[src/rtl/i2c_arb_pkg.sv]
// Shared definitions for the two-port I2C master arbiter and its requesters.
package i2c_arb_pkg;

  localparam int N_PORTS            = 2;
  localparam int DEF_TIMEOUT_CYCLES = 2000000;  // 20 ms at 100 MHz
  localparam int DEF_GAP_CYCLES     = 4;

  typedef enum logic [1:0] {
    ST_IDLE = 2'd0,
    ST_OWN  = 2'd1,
    ST_GAP  = 2'd2
  } arb_state_t;

endpackage

[src/rtl/i2c_arb_watchdog.sv]
// Loadable down-counter with a terminal-count flag; used for both the
// bus-idle gap and the owner watchdog.
module i2c_arb_watchdog #(
  parameter int W = 4
) (
  input  logic         clk_fpga,
  input  logic         reset,
  input  logic         load,
  input  logic [W-1:0] load_val,
  input  logic         en,
  output logic         tc
);

  logic [W-1:0] count;

  // Load wins; otherwise count down while enabled and hold at zero.
  always_ff @(posedge clk_fpga) begin
    if (reset) begin
      count <= '0;
    end else if (load) begin
      count <= load_val;
    end else if (en && (count != '0)) begin
      count <= count - W'(1);
    end
  end

  assign tc = (count == '0);

endmodule

[src/rtl/i2c_bus_arbiter.sv]
// Round-robin arbiter sharing one byte-level I2C master between two
// requester FSMs, with a bus-idle gap and an owner watchdog.
module i2c_bus_arbiter
  import i2c_arb_pkg::*;
#(
  parameter int TIMEOUT_CYCLES = DEF_TIMEOUT_CYCLES,
  parameter int GAP_CYCLES     = DEF_GAP_CYCLES
) (
  input  logic                 clk_fpga,
  input  logic                 reset,
  input  logic [N_PORTS-1:0]   req,
  input  logic [N_PORTS-1:0]   stb,
  input  logic [N_PORTS-1:0]   msg,
  input  logic [8*N_PORTS-1:0] addr,
  input  logic [8*N_PORTS-1:0] di,
  output logic [N_PORTS-1:0]   gnt,
  output logic [N_PORTS-1:0]   done,
  output logic [N_PORTS-1:0]   err,
  output logic [7:0]           dout,
  output logic                 timeout,
  output logic                 busy,
  output logic                 twi_msg,
  output logic                 twi_stb,
  output logic [7:0]           twi_addr,
  output logic [7:0]           twi_di,
  input  logic [7:0]           twi_do,
  input  logic                 twi_done,
  input  logic                 twi_err
);

  localparam int WD_W  = $clog2(TIMEOUT_CYCLES);
  localparam int GAP_W = $clog2(GAP_CYCLES + 1);
  localparam logic [WD_W-1:0]  WD_LOAD  = WD_W'(TIMEOUT_CYCLES - 1);
  localparam logic [GAP_W-1:0] GAP_LOAD = GAP_W'(GAP_CYCLES - 1);

  arb_state_t   state, state_nx;
  logic         owner, last_owner;
  logic [1:0]   lockout, eligible, own_onehot;
  logic         grant, grant_port, rel_drop, rel_to;
  logic         wd_tc, gap_tc, wd_load, own_active;

  assign own_onehot = owner ? 2'b10 : 2'b01;
  assign eligible   = req & ~lockout;
  assign wd_load    = grant | ((state == ST_OWN) & twi_done);

  i2c_arb_watchdog #(.W(WD_W)) u_wd (
    .clk_fpga (clk_fpga),
    .reset    (reset),
    .load     (wd_load),
    .load_val (WD_LOAD),
    .en       (state == ST_OWN),
    .tc       (wd_tc)
  );

  i2c_arb_watchdog #(.W(GAP_W)) u_gap (
    .clk_fpga (clk_fpga),
    .reset    (reset),
    .load     (rel_drop | rel_to),
    .load_val (GAP_LOAD),
    .en       (state == ST_GAP),
    .tc       (gap_tc)
  );

  // State register plus registered grant, round-robin history and lockout.
  always_ff @(posedge clk_fpga) begin
    if (reset) begin
      state      <= ST_IDLE;
      owner      <= 1'b0;
      last_owner <= 1'b1;
      lockout    <= 2'b00;
      gnt        <= 2'b00;
      timeout    <= 1'b0;
    end else begin
      state   <= state_nx;
      timeout <= rel_to;
      // A locked-out port is freed once it is seen with req low.
      lockout <= (lockout | (rel_to ? own_onehot : 2'b00)) & req;
      if (grant) begin
        owner <= grant_port;
        gnt   <= grant_port ? 2'b10 : 2'b01;
      end
      if (rel_drop || rel_to) begin
        gnt        <= 2'b00;
        last_owner <= owner;
      end
    end
  end

  // Next-state: arbitrate in IDLE, release on req drop or watchdog expiry.
  always_comb begin
    state_nx   = state;
    grant      = 1'b0;
    grant_port = 1'b0;
    rel_drop   = 1'b0;
    rel_to     = 1'b0;
    case (state)
      ST_IDLE: begin
        if (eligible != 2'b00) begin
          grant      = 1'b1;
          grant_port = (eligible == 2'b11) ? ~last_owner : eligible[1];
          state_nx   = ST_OWN;
        end
      end
      ST_OWN: begin
        if (!(owner ? req[1] : req[0])) begin
          rel_drop = 1'b1;
          state_nx = ST_GAP;
        end else if (wd_tc && !twi_done) begin
          rel_to   = 1'b1;
          state_nx = ST_GAP;
        end
      end
      ST_GAP: begin
        if (gap_tc) state_nx = ST_IDLE;
      end
      default: state_nx = ST_IDLE;
    endcase
  end

  // Outputs: mux the owner onto the master and route completion back to it.
  always_comb begin
    own_active = (state == ST_OWN) && !reset;
    twi_stb    = 1'b0;
    twi_msg    = 1'b0;
    twi_addr   = 8'h00;
    twi_di     = 8'h00;
    done       = 2'b00;
    err        = 2'b00;
    busy       = (state != ST_IDLE) && !reset;
    if (own_active) begin
      twi_stb  = (owner ? stb[1] : stb[0]) & ~(wd_tc & ~twi_done);
      twi_msg  = owner ? msg[1] : msg[0];
      twi_addr = owner ? addr[15:8] : addr[7:0];
      twi_di   = owner ? di[15:8] : di[7:0];
      done     = twi_done ? own_onehot : 2'b00;
      err      = twi_err ? own_onehot : 2'b00;
    end
  end

  assign dout = twi_do;

endmodule

[config.mk]
export PLATFORM = sky130hd
export DESIGN_NAME = i2c_bus_arbiter
export DESIGN_NICKNAME = d
export VERILOG_FILES = /design/src/rtl/i2c_arb_pkg.sv /design/src/rtl/i2c_arb_watchdog.sv /design/src/rtl/i2c_bus_arbiter.sv
export SDC_FILE = /design/constraint.sdc
export NUM_CORES = 1
export LEC_CHECK = 0
export CAP_MARGIN = 25
export CELL_PAD_IN_SITES_DETAIL_PLACEMENT = 0
export CELL_PAD_IN_SITES_GLOBAL_PLACEMENT = 1
export CORE_ASPECT_RATIO = 1.75
export CORE_UTILIZATION = 33
export CTS_BUF_LIST = sky130_fd_sc_hd__clkbuf_4 sky130_fd_sc_hd__clkbuf_8
export DETAILED_ROUTE_END_ITERATION = 6
export PLACE_DENSITY = 0.91
export SKIP_CTS_REPAIR_TIMING = 1
export SYNTH_ARGS = -nofsm -noshare
export SYNTH_HDL_FRONTEND = slang
export SYNTH_HIERARCHICAL = 1
export SYNTH_SLANG_ARGS = --single-unit
[constraint.sdc]
create_clock -name clk_fpga -period 2.7 [get_ports clk_fpga]
set_input_delay 0.54 -clock clk_fpga [delete_from_list [all_inputs] [get_ports clk_fpga]]
set_output_delay 0.54 -clock clk_fpga [all_outputs]
set_load 0.03 [all_outputs]
==> metrics.txt <==
status=finished clean; Hold Crit Class=reg -> reg; number of port buffers=67; Most Frequent Cell on Critical Path=clkdlybuf4s50_1; clock period minus final worst setup slack=2.64 ns; leading cell type in the layout, fill and taps excluded=clkdlybuf4s50_1; Pwr Density=477 nW/um^2; Boundary Pins=84; Synth Area in XOR/XNOR=6.93%; CTS sink cnt=33; # setup viols final=0; max-slew violation count=0; initial core utilization=34.5%; MaxCap Viol Count=0; synth warn=6; Vias/cell=4.81; Overflow after GRT=0; DRT Pass-1 Iters=4; gr usage total=16.4%; post-synthesis adder-cell area fraction=2.20%; die footprint=7250 sq um; compound-cell area share of the yosys netlist=15.7%; critical path's slowest cell=clkdlybuf4s50_1; Least-Margin Pin Slew=0.533 ns; critical path peak fanout=18; highest-count cells in the layout ignoring fill and taps=50 x clkdlybuf4s50_1, 44 x nor2_1, 32 x dfxtp_1; P_leak=1.40 nW; number of synthesized register bits=33; Rows=39; number of buffers created by CTS=5; initial drt markers=60; Crit. End Element=output port; crit path DAT=2.10 ns; setup ws final=0.0625 ns; HPWL Detailed=4160 um; Design Power=1.54 mW; largest area contributor in the synthesized netlist=dfxtp_1; max incr delay on CP=0.67 ns; TNS Setup=0 ns; CTS Buffer Depth=2; final hold viol count=0; unrepaired setup endpoints after global routing=false; vias=2117; dpl ws=0.00564 ns; vias in the first global route=2111; Ant. Diodes=0; WL/cell=12.7 um; mux share of post-synthesis cell area=8.96%; worst-path cell chain=clkdlybuf4s50_1, nand2b_1, buf_12, nor2_1, clkdlybuf4s50_1; H-Tree Depth=2; global-route wire length before repair=9320 um; Residual DRC=0; Layout Nets=411; WL final=5590 um; Die Span X=64.8 um; Top FF cell, synth=dfxtp_1; WS Path Type=in -> out; Root Buffer=clkbuf_8; worst skew pair latency=0.29 ns; initial antenna violation count=0; Worst Skew=0.00698 ns; sequential share of the synthesized area=29.0%; Worst setup SP type=primary input; Vert. Die Dim=112 um; Routed Antenna Nets=0; Routability Congestion=0.767; DP Area=3070 sq um; P&R area growth vs syn=41.4%; Synth top area share=29.0%; Req. time, crit path=2.16 ns; Design Area, Final=3220 sq um; Top Family by Delay on Critical Path=buffers and inverters; Max transition margin=64.4%; Reg clk slew, reported paths=0.07 ns; CTS tree=done; synthesized area per cell=8.37 sq um; VDD IR max=0.000217 V; core box area=6590 sq um; Syn Inst Count=272; layout cells sized above 1=13.1%; worst path bufs/invs=3; crit share post-route=97.7%; largest family of logic cells by synthesized area=simple AND/OR/NAND/NOR gates; asr flop ratio synth=0%; synthesized area=2280 sq um; fmax=379 MHz; Synth area leaders=dfxtp_1 29%, mux2i_1 8.4%, nor2_1 7.3%; Yosys cell types=53; Post-Synth Simple-Gate Area=29.2%; largest net degree at the start of global routing=41; Post-synth EDFFs=0
per-stage QoR:
| step | cells | utilization [%] | hold WS (ns) |
|---|---|---|---|
| 2_1_floorplan | 294 | - | 0.471 |
| 3_3_place_gp | 429 | 46.6 | 0.469 |
| 3_5_place_dp | 429 | 46.6 | 0.468 |
| 4_1_cts | 437 | 47.9 | 0.491 |
| 5_1_grt | 440 | 48.9 | 0.515 |
| 6_report | 440 | 48.9 | 0.500 |
cells in the mapped netlist, types with 5 or more instances:
cell type and number:
clkbuf_1 8, nand2_1 14, nor2_1 44, nor4_1 6, a211oi_1 17, xnor2_1 15
nand3b_1 5, dfxtp_1 33, a21oi_1 14, buf_4 9, mux2i_1 19, inv_1 8
registers in the layout, indices dropped and copies added, names as in the netlist:
register	cells
gnt	2
last_owner	1
lockout	2
owner	1
state	2
timeout	1
u_gap/count	3
u_wd/count	21
cell type report:
cell class | count | area, sq um
repair buffers | 79 | 803
fillers | 641 | 3370
well taps | 82 | 103
flip-flops and latches | 33 | 662
clock buffers | 6 | 76.3
multi-input cells | 229 | 1530
inverters | 9 | 33.8
clock inverters | 2 | 10.0
report_power, final:
part	switching (mW)	internal (mW)
Sequential	0.0624	0.545
Clock	0.180	0.189
Combinational	0.285	0.275
Total	0.528	1.01
worst register-to-register path, cell delays in order (launching register included):
cell      delay (ns)
dfxtp_1         0.34
or4_4           0.56
nor4b_4         0.25
and2_4          0.20
and2b_2         0.19
buf_4           0.13
nor2_4          0.04
nor2_4          0.24
nand3b_1        0.16
a31oi_1         0.08
final timing paths:
kind	slack, ns	from	cells past startpoint	to
worst max-delay path	0.06	reset	5	twi_addr[2]
worst min-delay path	0.50	gnt[1]$_SDFFE_PP0P_	2	gnt[1]$_SDFFE_PP0P_
worst max register to register	0.40	u_wd/count[15]$_SDFFE_PP0P_	9	u_gap/count[2]$_SDFFE_PP0P_
worst min register to register	0.50	gnt[1]$_SDFFE_PP0P_	2	gnt[1]$_SDFFE_PP0P_
metal layers:
metal	up-vias	track usage [%]	share of wire (%)
li1	1106	-	-
met1	957	17.4	40
met2	45	30.1	55
met3	9	2.97	3.0
met4	0	7.85	1.7
met5	-	0	0
logic make-up after synthesis:
kind of cell	count (synthesis)
other cells	2
buf+inv	32
fa+ha+maj	4
xor+xnor	18
compound gates	50
mux	20
simple gates	113
flops	33
No activity file was read; power rests on OpenSTA's default activity.
